<file path="src/rtl/prio_arb_pkg.sv">
// rtl/prio_arb_pkg.sv - shared state encodings and index helpers for the registered arbiter
package prio_arb_pkg;

  typedef enum logic {
    ST_IDLE  = 1'b0,
    ST_GRANT = 1'b1
  } state_t;

  function automatic int idx_w(input int n);
    return (n <= 2) ? 1 : $clog2(n);
  endfunction

  // Wrap-around decrement; the caller guarantees idx < n.
  function automatic int dec_mod(input int idx, input int n);
    return (idx == 0) ? n - 1 : idx - 1;
  endfunction

endpackage

</file>
<file path="src/rtl/prio_pick.sv">
// rtl/prio_pick.sv - combinational rotate-then-highest-index request picker
module prio_pick
  import prio_arb_pkg::*;
#(
  parameter int N     = 8,
  parameter int IDX_W = idx_w(N)
) (
  input  logic [N-1:0]     req,
  input  logic [IDX_W-1:0] top,
  input  logic             mode,
  output logic             found,
  output logic [IDX_W-1:0] idx
);

  int               w_start;
  logic [IDX_W-1:0] w_cand;

  // Walk from lowest to highest priority so the last hit wins; fixed mode
  // is round-robin with the start index pinned at N-1.
  always_comb begin
    found   = 1'b0;
    idx     = '0;
    w_cand  = '0;
    w_start = mode ? int'(top) : N - 1;
    for (int k = N - 1; k >= 0; k--) begin
      w_cand = IDX_W'((w_start + N - k) % N);
      if (req[w_cand]) begin
        found = 1'b1;
        idx   = w_cand;
      end
    end
  end

endmodule

</file>
<file path="src/rtl/prio_rr_arbiter.sv">
// rtl/prio_rr_arbiter.sv - registered N-way fixed/round-robin arbiter with valid/ready grant hold
module prio_rr_arbiter
  import prio_arb_pkg::*;
#(
  parameter  int N     = 8,
  localparam int IDX_W = idx_w(N)
) (
  input  logic             clk,
  input  logic             rst_n,
  input  logic [N-1:0]     req,
  input  logic             mode,
  input  logic             gnt_ready,
  output logic             gnt_valid,
  output logic [IDX_W-1:0] gnt_idx,
  output logic [N-1:0]     gnt_onehot,
  output logic [IDX_W-1:0] rr_ptr
);

  state_t           r_state;
  state_t           w_next_state;
  logic [IDX_W-1:0] r_gnt_idx;
  logic [IDX_W-1:0] r_rr_ptr;
  logic [N-1:0]     r_onehot;
  logic [IDX_W-1:0] w_ptr_next;
  logic [IDX_W-1:0] w_top;
  logic [IDX_W-1:0] w_pick_idx;
  logic             w_found;
  logic             w_accept;
  logic             w_arb_en;

  assign w_ptr_next = IDX_W'(dec_mod(int'(r_gnt_idx), N));

  prio_pick #(
    .N     (N),
    .IDX_W (IDX_W)
  ) u_pick (
    .req   (req),
    .top   (w_top),
    .mode  (mode),
    .found (w_found),
    .idx   (w_pick_idx)
  );

  always_ff @(posedge clk or negedge rst_n) begin
    if (!rst_n) begin
      r_state <= ST_IDLE;
    end else begin
      r_state <= w_next_state;
    end
  end

  always_comb begin
    w_next_state = r_state;
    case (r_state)
      ST_IDLE:  if (w_found) w_next_state = ST_GRANT;
      ST_GRANT: if (gnt_ready) w_next_state = w_found ? ST_GRANT : ST_IDLE;
      default:  w_next_state = ST_IDLE;
    endcase
  end

  // Back-to-back re-arbitration searches from the pointer the current
  // handshake is about to commit, not the stale one.
  always_comb begin
    w_accept = (r_state == ST_GRANT) && gnt_ready;
    w_arb_en = (r_state == ST_IDLE) || w_accept;
    w_top    = w_accept ? w_ptr_next : r_rr_ptr;
  end

  always_ff @(posedge clk or negedge rst_n) begin
    if (!rst_n) begin
      r_gnt_idx <= '0;
      r_rr_ptr  <= IDX_W'(N - 1);
      r_onehot  <= '0;
    end else begin
      if (w_accept) begin
        r_rr_ptr <= w_ptr_next;
      end
      if (w_arb_en) begin
        if (w_found) begin
          r_gnt_idx <= w_pick_idx;
          r_onehot  <= {{(N-1){1'b0}}, 1'b1} << w_pick_idx;
        end else begin
          r_onehot  <= '0;
        end
      end
    end
  end

  assign gnt_valid  = (r_state == ST_GRANT);
  assign gnt_idx    = r_gnt_idx;
  assign gnt_onehot = r_onehot;
  assign rr_ptr     = r_rr_ptr;

endmodule

</file>
<file path="config.mk">
export PLATFORM = sky130hd
export DESIGN_NAME = prio_rr_arbiter
export DESIGN_NICKNAME = d
export VERILOG_FILES = /design/src/rtl/prio_arb_pkg.sv /design/src/rtl/prio_pick.sv /design/src/rtl/prio_rr_arbiter.sv
export SDC_FILE = /design/constraint.sdc
export NUM_CORES = 1
export LEC_CHECK = 0
export ABC_AREA = 1
export CAP_MARGIN = 40
export CORE_MARGIN = 5
export CORE_UTILIZATION = 50
export CTS_CLUSTER_DIAMETER = 50
export DETAILED_ROUTE_END_ITERATION = 12
export PLACE_DENSITY_LB_ADDON = 0.2
export SETUP_SLACK_MARGIN = 0.02
export SLEW_MARGIN = 20
export SYNTH_ARGS = -nofsm -noshare
export SYNTH_HDL_FRONTEND = slang
export SYNTH_SLANG_ARGS = --single-unit
</file>
<file path="constraint.sdc">
create_clock -name clk -period 8.2 [get_ports clk]
set_input_delay 1.64 -clock clk [delete_from_list [all_inputs] [get_ports clk]]
set_output_delay 1.64 -clock clk [all_outputs]
set_load 0.005 [all_outputs]
</file>
==> impl_metrics.env, run 1 <==
export IMPL_core_area_um2=3080
export IMPL_cpMostUsedCell="nand3_1"
export IMPL_drv_slew=0
export IMPL_syn2layout_area_growth_pct=18.3
export IMPL_end_kind="flop"
export IMPL_internal_power_w=0.000331
export IMPL_synth_area_leader_cell="dfrtp_1"
export IMPL_worstPathArrival_ps=4500
export IMPL_switching_share_pct=53.6
export IMPL_die_y_um=66.8
export IMPL_status="completed"
export IMPL_n_antenna_cell=0
export IMPL_rrSetupSlack_ps=5070
export IMPL_holdWs_ps=483
export IMPL_antenna_found_initial=0
export IMPL_cap_viol_max_count=0
export IMPL_required_ps=8370
export IMPL_synth_cell_types=29
export IMPL_ios=27
export IMPL_regArea_um2=379
export IMPL_grt_pass1_vias=1400
export IMPL_grt_max_degree=16
export IMPL_p_leak_nw=1.01
export IMPL_vias=1551
export IMPL_synth_nets=258
export IMPL_clock_path_buffers=2
export IMPL_wl_um=3530
export IMPL_viasPerCell=4.99
export IMPL_synth_area_top_cells="dfrtp_1, nand2_1, nand3_1"
export IMPL_dp_cells=307
export IMPL_ir_drop_v=0.000227
export IMPL_cts_root_buf="clkbuf_4"
export IMPL_hold_path_class="flop to flop"
export IMPL_rsz0062_at_grt="false"
export IMPL_worst_pin_slew_ps=701
export IMPL_cts_tree="yes"
export IMPL_p_per_area_nw_per_um2=374
export IMPL_worstSkewPairLatency_ps=270
export IMPL_clock_sinks=15
export IMPL_fin_crit_sh_pct=52.8
export IMPL_avgRoutedWirePerCell_um=11.3
export IMPL_fin_setup_tns_ps=0
export IMPL_grt_usage_pct=17.5
export IMPL_rows=20
export IMPL_ys_ff_latch=15
export IMPL_nNetsFinal=284
export IMPL_drc=0
export IMPL_postSynthCellCount=242
export IMPL_crit_type="primary input to flop"
export IMPL_detailed_place_hpwl_um=2930
export IMPL_path_delay_family="simple AND/OR/NAND/NOR gates"
export IMPL_grt_pass1_wl_um=6200
export IMPL_setup_viol_count_final=0
export IMPL_portBuffers=26
export IMPL_final_cell_mix="nand2_1, inv_1, nand3_1"
export IMPL_yosys_warnings=0
export IMPL_dr_pass1_iters=4
export IMPL_critPathMaxFanout=15
export IMPL_cp_cell_sequence="clkdlybuf4s50_1 -> nand3_4 -> inv_1 -> ha_1 -> inv_1 -> nand3_1 -> nand3_1 -> nand2_2 -> nor2_4 -> nand3_1 -> nor2_2 -> nor2_4 -> nand2_2 -> nand3b_1 -> nand2_1"
export IMPL_synth_seq_area_share_pct=23.5
export IMPL_async_flop_share_pct=100
export IMPL_drt_iter0_markers=73
export IMPL_cts_buffers=3
export IMPL_cpPeakStageDelay_ps=920
export IMPL_finalNonFillerCells=311
export IMPL_period_minus_slack_ps=4330
export IMPL_ys_flop_type="dfrtp_1"
export IMPL_max_slew_margin_pct=53.1
export IMPL_multiInputGateArea_um2=1040
export IMPL_pwr_share_seq_pct=17.3
export IMPL_drive_above_1_share_pct=20.6
export IMPL_fmax_mhz=231
export IMPL_finalCoreUtilization_pct=62.0
export IMPL_hold_violations=0
export IMPL_post_cts_buffers=0
export IMPL_pwr_share_comb_pct=77.1
export IMPL_cts_htree_levels=1
export IMPL_path_clk_slew_ps=90
export IMPL_synth_avg_cell_area_um2=6.67
export IMPL_power_switching_w=0.000382
export IMPL_fill_cells=313
export IMPL_synth_edf_count=0
export IMPL_die_area_um2=4460
export IMPL_slowest_stage="clkdlybuf4s50_1"
export IMPL_final_common_cell="nand2_1"
export IMPL_post_cts_resized=0
export IMPL_start_util_pct=52.4
export IMPL_cp_num_buf_inv=3
export IMPL_final_antenna_net_count=0
export IMPL_netlist_area_um2=1610
export IMPL_pwr_share_clk_pct=5.7
export IMPL_fin_skew_ps=4.28
export IMPL_grt_ovfl_total=0
export IMPL_floorplan_die_width_um=66.8
export IMPL_synth_top_area_share_pct=18.6
export IMPL_place_congestion=0.965
export IMPL_hold_buffers=0
export IMPL_critPathLaunchType="primary input"
==> power by group through the flow <==
stage                     combinational [W]  sequential (W)   clock, W
after floorplan                    0.000418        0.000126          0
after global placement             0.000550        0.000124          0
after detailed placement           0.000547        0.000125          0
after CTS                          0.000550        0.000123  0.0000418
after global routing               0.000624        0.000127  0.0000455
final                              0.000550        0.000123  0.0000404
==> worst paths after layout <==
kind | start | to | cells past startpoint
worst min register to register | gnt_onehot[6] | gnt_onehot[6] | 2
worst max-delay path | mode | gnt_onehot[7] | 15
min in group asynchronous | rst_n | gnt_onehot[0] | 1
worst min-delay path | gnt_onehot[6] | gnt_onehot[6] | 2
max in group asynchronous | rst_n | gnt_valid | 1
worst max register to register | gnt_idx[0] | gnt_onehot[7] | 20
==> cells by family after synthesis <==
logic type,after synthesis,share of synthesized area (%)
compound gates,15,5.89
simple gates,163,54.4
xor+xnor,2,1.09
buf+inv,43,12.0
flops,15,23.5
fa+ha+maj,4,3.10
==> worst reg2reg max path, delay by kind of cell, from the launching register on <==
| family | cells | cell delay, ps |
|---|---|---|
| DFF | 1 | 410 |
| buffers and inverters | 4 | 420 |
| adders and majority gates | 3 | 650 |
| and+or+nand+nor | 13 | 1530 |
==> cell usage after synthesis (4+ instances only) <==
master / count
inv_1: 31
nor2_4: 4
nand2_2: 20
nand2_4: 4
nor2_1: 4
nand3_2: 6
nand4_1: 12
nand2_1: 77
a21oi_1: 6
dfrtp_1: 12
inv_2: 5
nand3_1: 30
ha_1: 4
==> flip-flops by register name, indices dropped and copies added, names as in the netlist <==
| name | count |
|---|---|
| rr_ptr | 3 |
| gnt_valid | 1 |
| gnt_idx | 3 |
| gnt_onehot | 8 |
==> layout make-up <==
class | count | share of cell area [%]
inverters | 38 | 7.73
multi-input cells | 184 | 54.5
clock buffers | 4 | 1.38
repair buffers | 26 | 13.6
well taps | 44 | 2.88
flip-flops and latches | 15 | 19.9
==> metrics by stage <==
step	total power (W)	setup slack, ps	cell area [um^2]
2_1_floorplan	0.000544	4590	1610
3_3_place_gp	0.000673	3620	1880
3_5_place_dp	0.000672	3600	1880
4_1_cts	0.000715	3890	1910
5_1_grt	0.000796	3600	1910
6_report	0.000713	3870	1910
==> per-layer routing <==
metal	GRT usage, %	wire [um]	vias to the layer above
met5	0	0	-
met4	5.08	68	0
met3	1.18	179	6
met2	28.7	1610	41
met1	24.6	1670	673
li1	-	-	831
Note: power is estimated with default switching activity, not from simulation.
==> run 2: changes to the inputs <==
--- a/config.mk
+++ b/config.mk
@@ -8,7 +8,7 @@
 export ABC_AREA = 1
 export CAP_MARGIN = 40
 export CORE_MARGIN = 5
-export CORE_UTILIZATION = 50
+export CORE_UTILIZATION = 48
 export CTS_CLUSTER_DIAMETER = 50
 export DETAILED_ROUTE_END_ITERATION = 12
 export PLACE_DENSITY_LB_ADDON = 0.2
==> constraint.sdc (replaced) <==
create_clock -name clk -period 3.8 [get_ports clk]
set_input_delay 0.76 -clock clk [delete_from_list [all_inputs] [get_ports clk]]
set_output_delay 0.76 -clock clk [all_outputs]
set_load 0.005 [all_outputs]
==> run 2 against run 1 <==
Net effect:
- flip-flop and latch count unchanged
- highest routed layer unchanged
- die area grew 3.5%
- via count shrank 1.5%
==> impl_metrics.env, run 2 (same netlist as run 1, synthesis figures left out) <==
export IMPL_status="completed"
export IMPL_drv_slew=0
export IMPL_largest_reg_flops=8
export IMPL_worst_pin_slew_ps=662
export IMPL_cts_buffers=3
export IMPL_die_area_um2=4620
export IMPL_core_area_um2=3280
export IMPL_worstSkewPairLatency_ps=270
export IMPL_p_leak_nw=1.02
export IMPL_viasPerCell=4.86
export IMPL_worstPathArrival_ps=3480
export IMPL_fin_setup_tns_ps=0
export IMPL_dr_pass1_iters=4
export IMPL_avgRoutedWirePerCell_um=11.6
export IMPL_final_cell_mix="nand2_1, inv_1, nand3_1"
export IMPL_dp_cells=310
export IMPL_fin_crit_sh_pct=87.1
export IMPL_post_cts_buffers=0
export IMPL_period_minus_slack_ps=3310
export IMPL_drc=0
export IMPL_start_util_pct=49.1
export IMPL_final_common_cell="nand2_1"
export IMPL_n_antenna_cell=0
export IMPL_ff2ff_path_depth=21
export IMPL_clock_path_buffers=2
export IMPL_grt_pass1_wl_um=6200
export IMPL_die_y_um=68.0
export IMPL_crit_type="primary input to flop"
export IMPL_fmax_mhz=302
export IMPL_antenna_found_initial=0
export IMPL_hold_depth=2
export IMPL_syn2layout_area_growth_pct=19.0
export IMPL_rsz0062_at_grt="false"
export IMPL_fin_skew_ps=5.71
export IMPL_hold_violations=0
export IMPL_max_slew_margin_pct=55.7
export IMPL_end_kind="flop"
export IMPL_cap_viol_max_count=0
export IMPL_drt_iter0_markers=107
export IMPL_required_ps=3970
export IMPL_final_antenna_net_count=0
export IMPL_cts_tree="yes"
export IMPL_fill_cells=327
export IMPL_cts_htree_levels=1
export IMPL_ios=27
export IMPL_vias=1527
export IMPL_post_cts_resized=0
export IMPL_ir_drop_v=0.000486
export IMPL_critPathMaxFanout=13
export IMPL_rows=21
export IMPL_portBuffers=26
export IMPL_grt_max_degree=16
export IMPL_wl_um=3650
export IMPL_p_per_area_nw_per_um2=803
export IMPL_path_clk_slew_ps=90
export IMPL_grt_usage_pct=17.2
export IMPL_critPathLaunchType="primary input"
export IMPL_detailed_place_hpwl_um=3040
export IMPL_grt_pass1_vias=1406
export IMPL_grt_ovfl_total=0
export IMPL_place_congestion=0.805
export IMPL_clock_sinks=15
export IMPL_drive_above_1_share_pct=21.3
export IMPL_floorplan_die_width_um=68.0
export IMPL_setup_viol_count_final=0
export IMPL_hold_path_class="flop to flop"
export IMPL_hold_buffers=0
export IMPL_cts_root_buf="clkbuf_4"
export IMPL_nNetsFinal=285
export IMPL_finalNonFillerCells=314
==> run 2: critical path, stage by stage <==
cell             delay [ps]
clkdlybuf4s50_1         550
nand2_4                 120
nand2_2                 230
nand3_4                 220
inv_1                   130
ha_1                    270
inv_1                   100
nand3_1                 100
nand3_1                 120
nand2_2                 100
nor2_4                  120
nand3_1                 100
nor2_2                  160
nor2_4                   80
inv_2                   100
nor2_4                   50
nand3_1                  90
nand2_1                  60
==> run 2: metrics by stage <==
stage          utilization, %  setup slack, ps  hold slack (ps)  area [um^2]  total power (W)
2_1_floorplan               -             1070              464         1610          0.00117
3_3_place_gp             57.6              241              461         1890          0.00144
3_5_place_dp             57.6              197              464         1890          0.00146
4_1_cts                  58.5              486              490         1920          0.00155
5_1_grt                  58.5              212              520         1920          0.00173
6_report                 58.5              490              483         1920          0.00154
==> run 2: power breakdown <==
group	leakage, nW	total, W	switching (W)	internal [W]
combinational	0.814	0.00119	0.000744	0.000445
sequential	0.184	0.000266	0.0000364	0.000230
clock	0.0177	0.0000870	0.0000481	0.0000389
==> run 2: metal layers <==
layer / global-route usage (%) / vias to the layer above / part of all wire, %
met3: 0.985 / 2 / 4.2
met1: 23.4 / 675 / 48
met5: 0 / - / 0
li1: - / 825 / -
met2: 30.2 / 25 / 47
met4: 2.98 / 0 / 0.79
==> run 2: path summary, 6_finish.rpt <==
kind	startpoint	to	slack (ps)
hold / removal	gnt_onehot[6]	gnt_onehot[6]	480
min in group asynchronous	rst_n	gnt_onehot[4]	880
hold reg to reg	gnt_onehot[6]	gnt_onehot[6]	480
setup / recovery	gnt_ready	gnt_onehot[2]	490
max in group asynchronous	rst_n	gnt_valid	2500
setup reg to reg	gnt_idx[0]	gnt_onehot[2]	720
==> run 2: final cells by class <==
cell class	count	area (um^2)	share of cell area (%)
clock buffers	3	22.5	1.17
clock inverters	1	5.00	0.261
inverters	38	148	7.69
multi-input cells	184	1040	54.2
flip-flops and latches	15	379	19.7
well taps	46	57.6	3.00
repair buffers	27	268	13.9
